File: src/rtl/btn_conditioner.sv
// btn_conditioner: 2-flop synchronizer, per-bit debounce and press pulse for six buttons.
// Define BTN_AUTOREPEAT_EN to build auto-repeat on the up/down keys (bits 1 and 2).
module btn_conditioner #(
  parameter int DEBOUNCE_CYCLES = 1000000,
  parameter int REPEAT_DELAY    = 50000000,
  parameter int REPEAT_PERIOD   = 15000000
) (
  input  logic       CLK,
  input  logic       RST,
  input  logic       Bderecha,
  input  logic       Barriba,
  input  logic       Babajo,
  input  logic       Bizquierda,
  input  logic       Bcentro,
  input  logic       Alarma_stop,
  output logic [5:0] level,
  output logic [5:0] pulse
);

  localparam logic [23:0] DB_LAST = 24'(DEBOUNCE_CYCLES - 1);

  if (DEBOUNCE_CYCLES < 2 || DEBOUNCE_CYCLES > 16777215) begin : g_chk_db
    $error("DEBOUNCE_CYCLES out of range");
  end
  if (REPEAT_DELAY < 2 || REPEAT_DELAY > 134217727) begin : g_chk_rd
    $error("REPEAT_DELAY out of range");
  end
  if (REPEAT_PERIOD < 2 || REPEAT_PERIOD > 134217727) begin : g_chk_rp
    $error("REPEAT_PERIOD out of range");
  end

  logic [5:0]  raw;
  logic [5:0]  sync1;
  logic [5:0]  sync2;
  logic [5:0]  lvl_nxt;
  logic [5:0]  rise;
  logic [5:0]  rep_fire;
  logic [23:0] cnt     [6];
  logic [23:0] cnt_nxt [6];

  assign raw = {Alarma_stop, Bcentro, Bizquierda, Babajo, Barriba, Bderecha};

  always_ff @(posedge CLK or posedge RST) begin
    if (RST) begin
      sync1 <= '0;
      sync2 <= '0;
    end else begin
      sync1 <= raw;
      sync2 <= sync1;
    end
  end

  // Any agreement between sync2 and level discards the partial count.
  always_comb begin
    for (int unsigned i = 0; i < 6; i++) begin
      lvl_nxt[i] = level[i];
      cnt_nxt[i] = '0;
      if (sync2[i] != level[i]) begin
        if (cnt[i] == DB_LAST) lvl_nxt[i] = sync2[i];
        else                   cnt_nxt[i] = cnt[i] + 24'd1;
      end
    end
  end

  assign rise = lvl_nxt & ~level;

  always_ff @(posedge CLK or posedge RST) begin
    if (RST) begin
      level <= '0;
      pulse <= '0;
      for (int unsigned i = 0; i < 6; i++) cnt[i] <= '0;
    end else begin
      level <= lvl_nxt;
      pulse <= rise | rep_fire;
      for (int unsigned i = 0; i < 6; i++) cnt[i] <= cnt_nxt[i];
    end
  end

`ifdef BTN_AUTOREPEAT_EN
  typedef enum logic [1:0] {
    R_IDLE   = 2'd0,
    R_DELAY  = 2'd1,
    R_REPEAT = 2'd2
  } rep_state_t;

  localparam logic [26:0] RD_LAST = 27'(REPEAT_DELAY - 1);
  localparam logic [26:0] RP_LAST = 27'(REPEAT_PERIOD - 1);

  // Index j drives level/pulse bit j+1 (up, down).
  rep_state_t  st       [2];
  rep_state_t  st_nxt   [2];
  logic [26:0] rcnt     [2];
  logic [26:0] rcnt_nxt [2];
  logic [1:0]  fire;
  logic        conflict;

  assign conflict = lvl_nxt[1] & lvl_nxt[2];

  // Decisions use the next level so a falling or conflicting edge never fires a repeat.
  always_comb begin
    for (int unsigned j = 0; j < 2; j++) begin
      st_nxt[j]   = st[j];
      rcnt_nxt[j] = rcnt[j];
      fire[j]     = 1'b0;
      if (!lvl_nxt[j+1] || conflict) begin
        st_nxt[j]   = R_IDLE;
        rcnt_nxt[j] = '0;
      end else begin
        case (st[j])
          R_IDLE: begin
            rcnt_nxt[j] = '0;
            if (rise[j+1]) st_nxt[j] = R_DELAY;
          end
          R_DELAY: begin
            if (rcnt[j] == RD_LAST) begin
              fire[j]     = 1'b1;
              st_nxt[j]   = R_REPEAT;
              rcnt_nxt[j] = '0;
            end else begin
              rcnt_nxt[j] = rcnt[j] + 27'd1;
            end
          end
          R_REPEAT: begin
            if (rcnt[j] == RP_LAST) begin
              fire[j]     = 1'b1;
              rcnt_nxt[j] = '0;
            end else begin
              rcnt_nxt[j] = rcnt[j] + 27'd1;
            end
          end
          default: begin
            st_nxt[j]   = R_IDLE;
            rcnt_nxt[j] = '0;
          end
        endcase
      end
    end
  end

  always_ff @(posedge CLK or posedge RST) begin
    if (RST) begin
      for (int unsigned j = 0; j < 2; j++) begin
        st[j]   <= R_IDLE;
        rcnt[j] <= '0;
      end
    end else begin
      for (int unsigned j = 0; j < 2; j++) begin
        st[j]   <= st_nxt[j];
        rcnt[j] <= rcnt_nxt[j];
      end
    end
  end

  assign rep_fire = {3'b000, fire, 1'b0};
`else
  assign rep_fire = '0;
`endif

endmodule

File: config.mk
export PLATFORM = sky130hd
export DESIGN_NAME = btn_conditioner
export DESIGN_NICKNAME = d
export VERILOG_FILES = /design/src/rtl/btn_conditioner.sv
export SDC_FILE = /design/constraint.sdc
export NUM_CORES = 1
export LEC_CHECK = 0
export ABC_AREA = 1
export CORE_MARGIN = 4
export CORE_UTILIZATION = 57
export DETAILED_ROUTE_END_ITERATION = 7
export PLACE_DENSITY = 0.74
export SLEW_MARGIN = 20
export SYNTH_ARGS = -nofsm -noshare
export SYNTH_HDL_FRONTEND = slang
export SYNTH_SLANG_ARGS = --single-unit
File: constraint.sdc
create_clock -name CLK -period 13 [get_ports CLK]
set_input_delay 1.95 -clock CLK [delete_from_list [all_inputs] [get_ports CLK]]
set_output_delay 1.95 -clock CLK [all_outputs]
set_load 0.01 [all_outputs]
==> summary.txt <==
Global route
  – Met3 Track Usage GR: 3.68%
  – Vias in the first global route: 7711
  – First-pass GRT wire length: 34.7 mm
  – GRT Util Overall: 22.9%
  – Gr busiest metal: met2
  – Met1 Use GR: 29.5%
  – Largest net degree at the start of global routing: 77
  – Overflow left after global routing: 0
  – Initial antenna violation count: 0
  – GR Util met2: 38.9%

Job
  – Max-Cap Viols: 0

Worst setup path
  – Cells along the critical path: clkdlybuf4s50_1
  – Slowest-stage cell, CP: clkdlybuf4s50_1
  – Crit Path Class: reg -> out
  – Crit Path Max Fanout: 4
  – CP Buf/Inv Count: 1
  – Family with the most delay on the worst path: buffers and inverters
  – Startpoint types: register
  – Crit-path max cell delay: 570 ps
  – Crit path DAT: 1420 ps
  – Flop-to-flop setup slack: 11230 ps
  – CP Data Required Time: 11050 ps
  – Crit. End Element: output pin

Pwr
  – Switch Pwr: 0.234 mW
  – Sw frac: 21.2%
  – Combinational Power Share: 3.0%
  – Pwr/cell area: 104 mW/mm^2
  – Clock power frac: 48.6%
  – Flop pwr share: 48.4%
  – Peak supply drop: 0.0989 mV
  – Internal power: 0.869 mW
  – Pwr Total: 1.10 mW
  – Leakage: 4.79 nW

Synth
  – Yosys reg bits: 168
  – Cells after Synth: 1252
  – Synth Area in Adders: 0.791%
  – Cell Area, Synth: 0.00949 sq mm
  – Largest family of logic cells by synthesized area: simple AND/OR/NAND/NOR gates
  – Post-synth EDFFs: 0
  – Synth Area in Simple Gates: 39.8%
  – Asr flop ratio synth: 100%
  – XOR/XNOR Fraction of Synth Area: 7.79%
  – Mapped Nets: 1266
  – Syn avg cell area: 7.58 sq um
  – Mux cell area share after synthesis: 0%
  – Yosys warns: 0
  – Synth unique cells: 27
  – Register area share after synthesis: 44.3%
  – Dominant synthesized flop cell: dfrtp_1
  – Post-synthesis compound-gate area fraction: 1.79%

Layout
  – Ant. Diodes: 0
  – Fillers: 1405
  – Layout cells sized above 1: 10.5%
  – Post-layout util: 65.6%
  – Final nets: 1302
  – Layout area overhead: 11.5%

Status
  – Status: completed

STA
  – Fmax achieved: 296 MHz
  – Max-slew headroom: 54.2%
  – Tightest Pin Transition: 682 ps
  – Hold Fails Final Rpt: 0
  – Final Cycle Share: 26.0%
  – Total negative slack: 0 ps
  – Slew Viols, Final: 0
  – Unrepaired setup endpoints after global routing: false
  – Tmin final: 3370 ps
  – Final setup viols: 0
  – Setup Skew: 9.14 ps

Routing
  – Routed Antenna Nets: 0
  – Total wire length: 19.3 mm
  – First-pass DRT Iterations: 5
  – DR DRC count: 0
  – Vias: 7720
  – Avg WL per Cell: 12.8 um
  – Vias per cell: 5.09
  – DR iter-0 viols: 367

Die
  – Die area: 0.0188 sq mm
  – Boundary Pins: 20
  – Die W: 137 um
  – Die Ht: 137 um
  – Num rows: 46
  – Core Area: 0.0161 sq mm
  – Initial Util: 58.9%

Clocking
  – Post-CTS sizing: 0
  – Setup bufs post-CTS: 0
  – CTS Buffer Depth: 2
  – # H-tree levels: 4
  – CTS Root Buffer Type: clkbuf_16
  – CTS Hold Bufs: 0
  – Sink Count: 168
  – Cts bufs inserted: 17
  – CTS clk-pin slew, worst paths: 60 ps
  – CTS tree: yes
  – Clock Latency Late Sink: 430 ps

Hold path
  – Hold Path Class: reg -> reg

Place
  – Gpl congestion: 0.927
  – I/O Buffers: 19
  – DPL Wire Length: 14.1 mm
## power by group through the flow
| stage | Sequential [mW] | Combinational [mW] | Clock [mW] |
|---|---|---|---|
| 6_report | 0.534 | 0.0330 | 0.536 |
| 5_1_grt | 0.535 | 0.0392 | 0.568 |
| 4_1_cts | 0.534 | 0.0346 | 0.546 |
| 3_5_place_dp | 0.544 | 0.0343 | 0 |
| 3_3_place_gp | 0.544 | 0.0334 | 0 |
| 2_1_floorplan | 0.543 | 0.0238 | 0 |
## worst reg2reg max path, stage by stage (launching register included)
cell     delay (ps)
dfrtp_1         410
xnor2_1         580
buf_4           300
inv_1           100
nand2_2         180
a21oi_1          70
## final cells by class
class	instances	area, sq um	area share (%)
well taps	216	270	2.56
clock buffers	19	453	4.28
inverters	130	493	4.66
flip-flops and latches	168	4200	39.7
repair buffers	23	220	2.08
clock inverters	12	174	1.64
multi-input cells	948	4760	45.0
## routing by layer
layer  wire (um)  vias to the layer above
met3         581                       36
met1        8680                     3597
met5           0                        -
li1            -                     3956
met4         389                        0
met2        9680                      131
## cells in the mapped netlist, types with 5 or more instances
master / count / area, sq um
nor2_1: 334 / 1250
nand2_1: 254 / 953
dfrtp_1: 168 / 4200
inv_1: 127 / 477
nand3_1: 102 / 510
xor2_1: 43 / 377
nor2_2: 34 / 213
xnor2_1: 34 / 298
nand2_2: 24 / 150
nand4_1: 22 / 138
a21oi_1: 21 / 105
nor2_4: 19 / 214
nor3_1: 11 / 55.1
nand2_4: 8 / 90.1
nand3_2: 7 / 70.1
ha_1: 6 / 75.1
nor3b_1: 6 / 45.0
and2_1: 5 / 31.3
o21bai_1: 5 / 37.5
## final timing paths
kind | start | endpoint | cells past startpoint
max | level[4] | level[4] | 1
min | sync1[1] | sync2[1] | 0
max reg2reg | level[5] | cnt[22] | 5
min reg2reg | sync1[1] | sync2[1] | 0
max in group asynchronous | RST | cnt[135] | 3
min in group asynchronous | RST | cnt[114] | 2
## cell usage in the layout (no fill, tap or decap), types with 17 or more instances in the layout
cell type        instances
nand3_1                102
clkbuf_16               17
nor2_1                 334
nand2_2                 24
dfrtp_1                168
xor2_1                  43
inv_1                  126
a21oi_1                 21
xnor2_1                 34
nand2_1                254
nand4_1                 22
clkdlybuf4s50_1         19
nor2_2                  34
nor2_4                  19
## through the flow
stage | cell area, sq um | cells | hold slack [ps] | setup WS [ps]
2_1_floorplan | 9490 | 1252 | 331 | 6500
3_3_place_gp | 9950 | 1485 | 341 | 9370
3_5_place_dp | 9950 | 1485 | 337 | 9350
4_1_cts | 10600 | 1516 | 358 | 9590
5_1_grt | 10600 | 1516 | 366 | 9560
6_report | 10600 | 1516 | 354 | 9630
## sequential cells by signal, indices dropped and copies added (netlist names)
register and cells:
sync2 6, pulse 6, cnt 144, level 6, sync1 6
## cells by family after synthesis
| kind of cell | after synthesis |
|---|---|
| xor gates and xnor gates | 81 |
| DFF | 168 |
| adders and majority gates | 6 |
| AOI/OAI and AO/OA | 31 |
| and+or+nand+nor | 830 |
| buffers and inverters | 136 |
Power figures use the tool's default switching activity.
